<file path="config.mk">
export PLATFORM = sky130hd
export DESIGN_NAME = nds_line_capture_flat
export DESIGN_NICKNAME = d
export VERILOG_FILES = /design/src/rtl/nds_line_capture_if.sv /design/src/rtl/nds_line_capture.sv /design/src/flat_wrapper.sv
export SDC_FILE = /design/constraint.sdc
export NUM_CORES = 1
export LEC_CHECK = 0
export CAP_MARGIN = 20
export CORE_MARGIN = 8
export CORE_UTILIZATION = 52
export CTS_CLUSTER_SIZE = 20
export DETAILED_ROUTE_END_ITERATION = 12
export PLACE_DENSITY = 0.78
export SETUP_SLACK_MARGIN = 0.15
export SKIP_LAST_GASP = 1
export SYNTH_ARGS = -nofsm -noshare
export SYNTH_HDL_FRONTEND = slang
export SYNTH_SLANG_ARGS = --single-unit
</file>
<file path="constraint.sdc">
create_clock -name clk -period 3 [get_ports clk]
set_clock_uncertainty 0.05 [all_clocks]
set_input_delay 0.6 -clock clk [delete_from_list [all_inputs] [get_ports clk]]
set_output_delay 0.6 -clock clk [all_outputs]
set_load 0.02 [all_outputs]
</file>
<file path="src/rtl/nds_line_capture_if.sv">
// NDS LCD pin bus in, line-buffer write port out. The capture block is the
// master; the LCD source and the line-buffer RAMs sit on the slave side.
`timescale 1ns/1ps
interface nds_line_capture_if;
    logic        nds_pix_clk;
    logic        nds_hsync;
    logic        nds_vsync;
    logic [17:0] nds_data;

    logic        wr_en_a;
    logic        wr_en_b;
    logic [7:0]  wr_addr;
    logic [17:0] wr_data;
    logic        wr_bank;
    logic [7:0]  line_num;
    logic        line_done;
    logic        frame_start;
    logic        short_line;
    logic        in_sync;

    modport master (
        input  nds_pix_clk, nds_hsync, nds_vsync, nds_data,
        output wr_en_a, wr_en_b, wr_addr, wr_data, wr_bank,
               line_num, line_done, frame_start, short_line, in_sync
    );

    modport slave (
        output nds_pix_clk, nds_hsync, nds_vsync, nds_data,
        input  wr_en_a, wr_en_b, wr_addr, wr_data, wr_bank,
               line_num, line_done, frame_start, short_line, in_sync
    );
endinterface

</file>
<file path="src/rtl/nds_line_capture.sv">
// Oversampled NDS LCD capture: rising-edge data goes to screen A, falling-edge data to screen B.
// Strobes land 1 clk after the synchronised edge is seen; no backpressure, the LCD cannot be stalled.
`timescale 1ns/1ps
module nds_line_capture #(
    parameter int H_PORCH      = 4,
    parameter int ACTIVE_PIX   = 256,
    parameter int ACTIVE_LINES = 192,
    parameter int DATA_TAP     = 1
) (
    input  logic                 clk,
    input  logic                 rst,
    nds_line_capture_if.master   bus
);

    localparam logic [3:0] PORCH_LAST = 4'(H_PORCH - 1);
    localparam logic [8:0] PIX_LAST   = 9'(ACTIVE_PIX - 1);
    localparam logic [7:0] LINE_LAST  = 8'(ACTIVE_LINES - 1);

    typedef enum logic [2:0] {
        WAIT_V,
        WAIT_H,
        PORCH,
        ACTIVE,
        LINE_END
    } state_t;

    state_t state_q, state_d;

    logic [2:0]               pclk_sync_q;
    logic [2:0]               hs_sync_q;
    logic [2:0]               vs_sync_q;
    // Data chain stops at the tap stage; later copies would have no reader.
    logic [DATA_TAP:0][17:0]  data_sync_q;

    logic [3:0]  porch_cnt_q, porch_cnt_d;
    logic [8:0]  pix_cnt_q,   pix_cnt_d;
    logic        a_done_q,    a_done_d;
    logic [7:0]  line_num_q,  line_num_d;
    logic        short_q,     short_d;
    logic        in_sync_q,   in_sync_d;
    logic        wr_en_a_q,   wr_en_a_d;
    logic        wr_en_b_q,   wr_en_b_d;
    logic [7:0]  wr_addr_q,   wr_addr_d;
    logic [17:0] wr_data_q,   wr_data_d;
    logic        line_done_q, line_done_d;
    logic        frame_start_q, frame_start_d;

    logic        pclk_rise, pclk_fall, h_fall, v_fall;
    logic [17:0] tap_dat;

    always_ff @(posedge clk) begin
        if (rst) begin
            pclk_sync_q <= '1;
            hs_sync_q   <= '1;
            vs_sync_q   <= '1;
            data_sync_q <= '1;
        end else begin
            pclk_sync_q    <= {pclk_sync_q[1:0], bus.nds_pix_clk};
            hs_sync_q      <= {hs_sync_q[1:0],   bus.nds_hsync};
            vs_sync_q      <= {vs_sync_q[1:0],   bus.nds_vsync};
            data_sync_q[0] <= bus.nds_data;
            for (int i = 1; i <= DATA_TAP; i++) begin
                data_sync_q[i] <= data_sync_q[i-1];
            end
        end
    end

    assign pclk_rise =  pclk_sync_q[1] & ~pclk_sync_q[2];
    assign pclk_fall = ~pclk_sync_q[1] &  pclk_sync_q[2];
    assign h_fall    = ~hs_sync_q[1]   &  hs_sync_q[2];
    assign v_fall    = ~vs_sync_q[1]   &  vs_sync_q[2];
    assign tap_dat   = data_sync_q[DATA_TAP];

    always_comb begin
        state_d       = state_q;
        porch_cnt_d   = porch_cnt_q;
        pix_cnt_d     = pix_cnt_q;
        a_done_d      = a_done_q;
        line_num_d    = line_num_q;
        short_d       = short_q;
        in_sync_d     = in_sync_q;
        wr_en_a_d     = 1'b0;
        wr_en_b_d     = 1'b0;
        wr_addr_d     = wr_addr_q;
        wr_data_d     = wr_data_q;
        line_done_d   = 1'b0;
        frame_start_d = 1'b0;

        if (v_fall) begin
            // A vsync outside WAIT_V means the previous frame was cut short.
            frame_start_d = 1'b1;
            line_num_d    = '0;
            short_d       = 1'b0;
            if (state_q != WAIT_V) begin
                in_sync_d = 1'b0;
            end
            state_d = WAIT_H;
        end else begin
            case (state_q)
                WAIT_V: begin
                end
                WAIT_H: begin
                    if (h_fall) begin
                        porch_cnt_d = '0;
                        state_d     = PORCH;
                    end
                end
                PORCH, ACTIVE: begin
                    if (h_fall) begin
                        short_d     = 1'b1;
                        porch_cnt_d = '0;
                        if (line_num_q == LINE_LAST) begin
                            line_num_d = '0;
                            in_sync_d  = 1'b0;
                            state_d    = WAIT_V;
                        end else begin
                            line_num_d = line_num_q + 8'd1;
                            state_d    = PORCH;
                        end
                    end else if (state_q == PORCH) begin
                        if (pclk_rise) begin
                            if (porch_cnt_q == PORCH_LAST) begin
                                pix_cnt_d = '0;
                                a_done_d  = 1'b0;
                                state_d   = ACTIVE;
                            end else begin
                                porch_cnt_d = porch_cnt_q + 4'd1;
                            end
                        end
                    end else begin
                        // The fall right after the last porch rise is that porch
                        // pixel's B half; a B write needs its A partner first.
                        if (pclk_rise) begin
                            wr_en_a_d = 1'b1;
                            wr_addr_d = pix_cnt_q[7:0];
                            wr_data_d = tap_dat;
                            a_done_d  = 1'b1;
                        end else if (pclk_fall && a_done_q) begin
                            wr_en_b_d = 1'b1;
                            wr_addr_d = pix_cnt_q[7:0];
                            wr_data_d = tap_dat;
                            a_done_d  = 1'b0;
                            pix_cnt_d = pix_cnt_q + 9'd1;
                            if (pix_cnt_q == PIX_LAST) begin
                                line_done_d = 1'b1;
                                state_d     = LINE_END;
                            end
                        end
                    end
                end
                LINE_END: begin
                    if (line_num_q == LINE_LAST) begin
                        line_num_d = '0;
                        in_sync_d  = 1'b1;
                        state_d    = WAIT_V;
                    end else begin
                        line_num_d = line_num_q + 8'd1;
                        state_d    = WAIT_H;
                    end
                end
                default: state_d = WAIT_V;
            endcase
        end
    end

    always_ff @(posedge clk) begin
        if (rst) begin
            state_q       <= WAIT_V;
            porch_cnt_q   <= '0;
            pix_cnt_q     <= '0;
            a_done_q      <= 1'b0;
            line_num_q    <= '0;
            short_q       <= 1'b0;
            in_sync_q     <= 1'b0;
            wr_en_a_q     <= 1'b0;
            wr_en_b_q     <= 1'b0;
            wr_addr_q     <= '0;
            wr_data_q     <= '0;
            line_done_q   <= 1'b0;
            frame_start_q <= 1'b0;
        end else begin
            state_q       <= state_d;
            porch_cnt_q   <= porch_cnt_d;
            pix_cnt_q     <= pix_cnt_d;
            a_done_q      <= a_done_d;
            line_num_q    <= line_num_d;
            short_q       <= short_d;
            in_sync_q     <= in_sync_d;
            wr_en_a_q     <= wr_en_a_d;
            wr_en_b_q     <= wr_en_b_d;
            wr_addr_q     <= wr_addr_d;
            wr_data_q     <= wr_data_d;
            line_done_q   <= line_done_d;
            frame_start_q <= frame_start_d;
        end
    end

    assign bus.wr_en_a     = wr_en_a_q;
    assign bus.wr_en_b     = wr_en_b_q;
    assign bus.wr_addr     = wr_addr_q;
    assign bus.wr_data     = wr_data_q;
    assign bus.wr_bank     = line_num_q[0];
    assign bus.line_num    = line_num_q;
    assign bus.line_done   = line_done_q;
    assign bus.frame_start = frame_start_q;
    assign bus.short_line  = short_q;
    assign bus.in_sync     = in_sync_q;

endmodule

</file>
<file path="src/flat_wrapper.sv">
// flat-port wrapper written by rule: the top's interface ports become plain ports
module nds_line_capture_flat 
#(
    parameter int H_PORCH      = 4,
    parameter int ACTIVE_PIX   = 256,
    parameter int ACTIVE_LINES = 192,
    parameter int DATA_TAP     = 1
)
  (clk, rst, bus_nds_pix_clk, bus_nds_hsync, bus_nds_vsync, bus_nds_data, bus_wr_en_a, bus_wr_en_b, bus_wr_addr, bus_wr_data, bus_wr_bank, bus_line_num, bus_line_done, bus_frame_start, bus_short_line, bus_in_sync);
  nds_line_capture_if bus_i ();
  input  logic clk;
  input  logic rst;
  input wire logic [$bits(bus_i.nds_pix_clk)-1:0] bus_nds_pix_clk;
  input wire logic [$bits(bus_i.nds_hsync)-1:0] bus_nds_hsync;
  input wire logic [$bits(bus_i.nds_vsync)-1:0] bus_nds_vsync;
  input wire logic [$bits(bus_i.nds_data)-1:0] bus_nds_data;
  output wire logic [$bits(bus_i.wr_en_a)-1:0] bus_wr_en_a;
  output wire logic [$bits(bus_i.wr_en_b)-1:0] bus_wr_en_b;
  output wire logic [$bits(bus_i.wr_addr)-1:0] bus_wr_addr;
  output wire logic [$bits(bus_i.wr_data)-1:0] bus_wr_data;
  output wire logic [$bits(bus_i.wr_bank)-1:0] bus_wr_bank;
  output wire logic [$bits(bus_i.line_num)-1:0] bus_line_num;
  output wire logic [$bits(bus_i.line_done)-1:0] bus_line_done;
  output wire logic [$bits(bus_i.frame_start)-1:0] bus_frame_start;
  output wire logic [$bits(bus_i.short_line)-1:0] bus_short_line;
  output wire logic [$bits(bus_i.in_sync)-1:0] bus_in_sync;
  assign bus_i.nds_pix_clk = bus_nds_pix_clk;
  assign bus_i.nds_hsync = bus_nds_hsync;
  assign bus_i.nds_vsync = bus_nds_vsync;
  assign bus_i.nds_data = bus_nds_data;
  assign bus_wr_en_a = bus_i.wr_en_a;
  assign bus_wr_en_b = bus_i.wr_en_b;
  assign bus_wr_addr = bus_i.wr_addr;
  assign bus_wr_data = bus_i.wr_data;
  assign bus_wr_bank = bus_i.wr_bank;
  assign bus_line_num = bus_i.line_num;
  assign bus_line_done = bus_i.line_done;
  assign bus_frame_start = bus_i.frame_start;
  assign bus_short_line = bus_i.short_line;
  assign bus_in_sync = bus_i.in_sync;
  nds_line_capture #(.H_PORCH(H_PORCH), .ACTIVE_PIX(ACTIVE_PIX), .ACTIVE_LINES(ACTIVE_LINES), .DATA_TAP(DATA_TAP)) u_core (.clk(clk), .rst(rst), .bus(bus_i));
endmodule
</file>
# ---- Word-level counts from Yosys, hierarchy flattened
# Cells that the tools add are included.
dict set report word_totals {
  ramBits 0
  output_inout_bits 41
  n_memories 0
  mem_bits_ro 0
  elab_cells 135
  latch_bits 0
  reg_bits 102
  in_bits 23
}
dict set report op_classes {
  eq_ne 32
  bitwise 14
  n_mux 45
  shifts 0
  reduce_logical 22
  div_mod_pow 0
  n_lt_le_gt_ge 0
  multipliers 0
  n_addsub 3
}
# op n
set op_table {}
lappend op_table {{9-bit two-way mux} 5}
lappend op_table {{18-bit two-way mux} 2}
lappend op_table {{8-bit two-way mux} 4}
lappend op_table {{3-bit two-way mux} 8}
lappend op_table {{7-bit AND reduction} 3}
lappend op_table {{4-bit two-way mux} 5}
lappend op_table {{3-bit by 1-bit inequality test with 1-bit output, second input constant} 6}
lappend op_table {{1-bit two-way mux} 16}
lappend op_table {{8-bit one-hot mux with 2 select lines} 1}
lappend op_table {{3-bit one-hot mux with 4 select lines} 1}
lappend op_table {{6-bit AND reduction} 2}
lappend op_table {{5-bit by 1-bit inequality test with 1-bit output, second input constant} 2}
lappend op_table {{5-bit inequality test, second input constant} 2}
lappend op_table {{1-bit NOT} 10}
lappend op_table {{5-bit AND reduction} 2}
lappend op_table {{9-bit by 1-bit adder with 9-bit output, second input constant} 1}
lappend op_table {{9-bit by 8-bit equality test with 1-bit output, second input constant} 1}
lappend op_table {{8-bit by 1-bit adder with 8-bit output, second input constant} 1}
lappend op_table {{8-bit equality test, second input constant} 1}
lappend op_table {{2-bit by 1-bit inequality test with 1-bit output, second input constant} 4}
lappend op_table {{2-bit inequality test, second input constant} 4}
lappend op_table {{4-bit by 1-bit inequality test with 1-bit output, second input constant} 2}
lappend op_table {{4-bit inequality test, second input constant} 2}
lappend op_table {{4-bit one-hot mux with 2 select lines} 1}
lappend op_table {{20 further kinds} 30}

# ---- Depth between registers and ports, before layout
dict set report depth {
  ltp_word 9
  ltp_mapped 10
  depth_no_buf 9
}

# ---- Least setup slack after synthesis
# Ideal clock, no wire load.
dict set report synth_timing {
  path_kind {register -> register}
  startpoint {register u_core.state_q[2]}
  endpoint {register u_core.pix_cnt_q[8]}
  required_time_ns 2.864
  arrival_time_ns 1.996
  path_stages_with_launch 11
  setup_ns 0.086
  synth_period_minus_slack_ns 2.131
  path_slack_ns 0.869
  n_path_buf 3
  path_cell_list {dfxtp_1 buf_6 or3b_1 buf_6 clkinv_8 ha_1 nand4_2 nor3_1 or2_2 buf_2 a211oi_1}
}
dict set report synth_between {
  elab_chain_cells 3
  word_cells_on_any_way 8
  cone_classes {4 x eq/ne; 1 x mux; 3 x reduce/logical}
}
# item line
set synth_rtl {}
lappend synth_rtl {{start, declared} nds_line_capture.sv:27} ;# state_t state_q, state_d;
lappend synth_rtl {{start signal, assigned} nds_line_capture.sv:182} ;# state_q <= state_d;
lappend synth_rtl {{3-bit by 2-bit equality test with 1-bit output (on tied branches)} {nds_line_capture.sv:99, nds_line_capture.sv:120}}
lappend synth_rtl {{2-bit by 1-bit inequality test with 1-bit output (no line) (tied with other cells)} -}
lappend synth_rtl {{7-bit AND reduction (no line)} -}
lappend synth_rtl {{end signal, assigned} nds_line_capture.sv:184} ;# pix_cnt_q <= pix_cnt_d;
lappend synth_rtl {{end, declared} nds_line_capture.sv:36} ;# logic [8:0] pix_cnt_q, pix_cnt_d;
# Parallel ways exist; a longest one is shown, timed or not.
# A chain may end at the register's enable or synchronous reset.

# ---- Worst setup path after layout
dict set report layout_timing {
  startpoint {register u_core.state_q[0]}
  endpoint {register u_core.pix_cnt_q[4]}
}
# The elaborated chain is that of the path after synthesis.

==> impl_metrics.ini <==
[timing]
post-route-min-period_ns = 2.47
whs_ns = 0.359
slew_headroom_pct = 61.2
fmax_ghz = 0.406
fin_crit_sh_pct = 82.2
setup_violations = 0
setup_ws_ns = 0.535
hold_violations = 0
setup_tns_ns = 0
slew_violations = 0
rsz0062_at_grt = false
worst_pin_slew_ns = 0.581

[pwr]
switchingPower_mw = 0.531
pwr-share-comb_pct = 3.8
swShare_pct = 22.4
pwr_density_cell_mw_per_mm2 = 504
p_int_mw = 1.83
power_leakage_nw = 1.64
seqPwrFrac_pct = 58.8
vdd_drop_max_mv = 0.297
p_clk_share_pct = 37.4

[routing]
drt.antenna.violating_nets = 0
dr.first_iter.drc_count = 158
drc = 0
vias = 2907
avgViaCountPerCell = 5.08
drt-total-wl_mm = 7.57
dr.pass1.iters = 4
wl_per_cell_um = 13.2

[final_layout]
final_cell_mix = dfxtp_1 (102), nand2_1 (69), clkdlybuf4s50_1 (62)
seq_area_sq_mm = 0.00204
fin_cells = 572
layout.cells.most_common = dfxtp_1
drive_gt1_share_pct = 16.5
multi_input_area_sq_mm = 0.00164
nNetsFinal = 497
area_delta_synth_final_pct = 23.0
nFillCells = 606
n_antenna_cell = 0

[placed_design]
port-buffer-count = 63
dpl_worst_slack_ns = 0.599
post-dp-hpwl_mm = 5.31
finalWeightedCongestion = 0.868
place_inst = 556

[setup_path]
cp_max_fo = 16
worstPathArrival_ns = 2.70
slowest_stage = dfxtp_1
cp_cell_sequence = or3b_1 -> clkinv_8 -> ha_1 -> nand4_2 -> nor4_1 -> nand3_1 -> a21oi_1
required_ns = 3.24
rr_startpoint = u_core.state_q[0]$_SDFFE_PP0P_
crit_path_start_kind = register
cp-end-kind = register
crit_start = u_core.state_q[0]$_SDFFE_PP0P_
cpPeakStageDelay_ns = 0.63
worstSetupPathType = register to register

[die]
num_rows = 31
core_area_sq_mm = 0.00718
die_height_um = 102
dieArea_sq_mm = 0.0103
die_w_um = 102
start_util_pct = 53.2
io_pins = 64

[clocking]
cts_tree = done
cts.sinks = 102
cts_hold_buffers = 0
clock_latency_ns = 0.36
cts_made_buffers = 9
clk_pin_slew_worst_paths_ns = 0.10
ctsResizeCount = 0
htreeDepth = 3
postCtsSetupBuffers = 0
clockBufferDepth = 2
clockRootBuffer = clkbuf_8

[yosys]
yosysSeqAreaShare_pct = 53.5
synth_ff_type = dfxtp_1
syn-num-nets = 441
synth_cell_type_count = 51
synth_area_sq_mm = 0.00382
synth_seq_cells = 102
postSynth.asyncResetShare_pct = 0
avgSynthCellArea_sq_um = 9.26
yosys_warnings = 0
synth_cells = 412
synth_enable_flop_cells = 0

[status]
outcome = complete, no violations

[global_route]
antenna_found_initial = 0
grt_usage_pct = 15.3
grt_pass1_wl_mm = 12.8
grt_max_degree = 35
grt_pass1_vias = 2831
global_route.overflow_total = 0

[hold_path]
worstHoldPathType = register to register
hold_start = u_core.data_sync_q[15]$_SDFF_PP1_

[flow_run]
maxCapViolations = 0
[logic make-up after synthesis]
kind of cell	Yosys count	share of synthesized area, %
and+or+nand+nor	205	28.2
buffers and inverters	27	3.61
muxes	5	1.31
AOI/OAI and AO/OA	57	9.15
xor gates and xnor gates	10	2.30
adders and majority gates	6	1.97
DFF	102	53.5
[critical path, delay by kind of cell (launching register included)]
kind	cells	cell delay, ns
fa+ha+maj	1	0.29
compound gates	1	0.17
simple gates	4	1.20
buf+inv	1	0.08
flops	1	0.63
[power groups by stage]
stage          sequential [mW]  clock, mW  combinational [mW]
6_report                  1.39      0.885              0.0899
4_1_cts                   1.39      0.909              0.0905
3_5_place_dp              1.42          0              0.0904
2_1_floorplan             1.42          0              0.0540
5_1_grt                   1.40      0.966              0.0992
3_3_place_gp              1.42          0              0.0899
[sequential cells by signal, summed over array words and instances (netlist names)]
signal / count
u_core.bus.wr_data: 18
u_core.porch_cnt_q: 4
u_core.bus.line_done: 1
u_core.bus.wr_en_a: 1
u_core.a_done_q: 1
u_core.bus.wr_addr: 8
u_core.pix_cnt_q: 9
u_core.data_sync_q: 18
u_core.bus.short_line: 1
u_core.hs_sync_q: 3
u_core.state_q: 3
u_core.bus.frame_start: 1
u_core.bus.in_sync: 1
u_core.bus.wr_en_b: 1
u_core.vs_sync_q: 3
u_core.bus.line_num: 8
u_core.tap_dat: 18
u_core.pclk_sync_q: 3
[stage by stage]
stage | instance area (sq um) | total power [mW] | util (%)
2_1_floorplan | 3820 | 1.47 | -
3_3_place_gp | 4490 | 1.51 | 62.6
3_5_place_dp | 4490 | 1.51 | 62.6
4_1_cts | 4690 | 2.39 | 65.4
5_1_grt | 4690 | 2.46 | 65.4
6_report | 4690 | 2.37 | 65.4
[path summary, 6_finish.rpt]
check | to | slack (ns) | cells past startpoint
setup / recovery | u_core.pix_cnt_q[4]$_SDFFE_PP0P_ | 0.53 | 7
hold / removal | u_core.tap_dat[15]$_SDFF_PP1_ | 0.36 | 1
setup reg to reg | u_core.pix_cnt_q[4]$_SDFFE_PP0P_ | 0.53 | 7
hold reg to reg | u_core.tap_dat[15]$_SDFF_PP1_ | 0.36 | 1
[synthesized netlist by cell type (all sizes together), types with 2 or more instances]
cell type / n / share of area, %
dfxtp: 102 / 54
nand2: 69 / 6.8
or2: 47 / 7.7
nor2: 38 / 4.0
a21oi: 31 / 4.1
clkbuf: 15 / 1.5
o21ai: 9 / 1.2
buf: 7 / 1.3
xnor2: 7 / 1.6
ha: 6 / 2.0
nand3: 6 / 0.79
mux2i: 5 / 1.3
nand2b: 5 / 0.82
nor2b: 5 / 0.82
nor3: 5 / 0.95
nor4: 5 / 0.98
and3: 4 / 0.66
inv: 4 / 0.39
nand4: 4 / 0.82
nor4b: 4 / 0.92
a211oi: 3 / 0.59
a22oi: 3 / 0.59
nor3b: 3 / 0.59
or3b: 3 / 0.69
xor2: 3 / 0.69
a2111oi: 2 / 0.95
a31oi: 2 / 0.33
and3b: 2 / 0.49
[cell type report]
| type | count | share of cell area [%] |
|---|---|---|
| multi-input combinational | 283 | 34.9 |
| timing repair buffer | 67 | 14.0 |
| clock inverter | 6 | 1.65 |
| inverter | 5 | 0.666 |
| sequential | 102 | 43.5 |
| clock buffer | 10 | 2.72 |
| tap | 99 | 2.64 |
[layer usage]
metal,track usage [%],vias up,share of wire [%]
li1,-,1478,-
met1,18.8,1371,46
met2,25.2,50,48
met5,0,-,0
met4,7.10,0,1.3
met3,2.89,8,4.1
(Power assumes the default switching activity.)
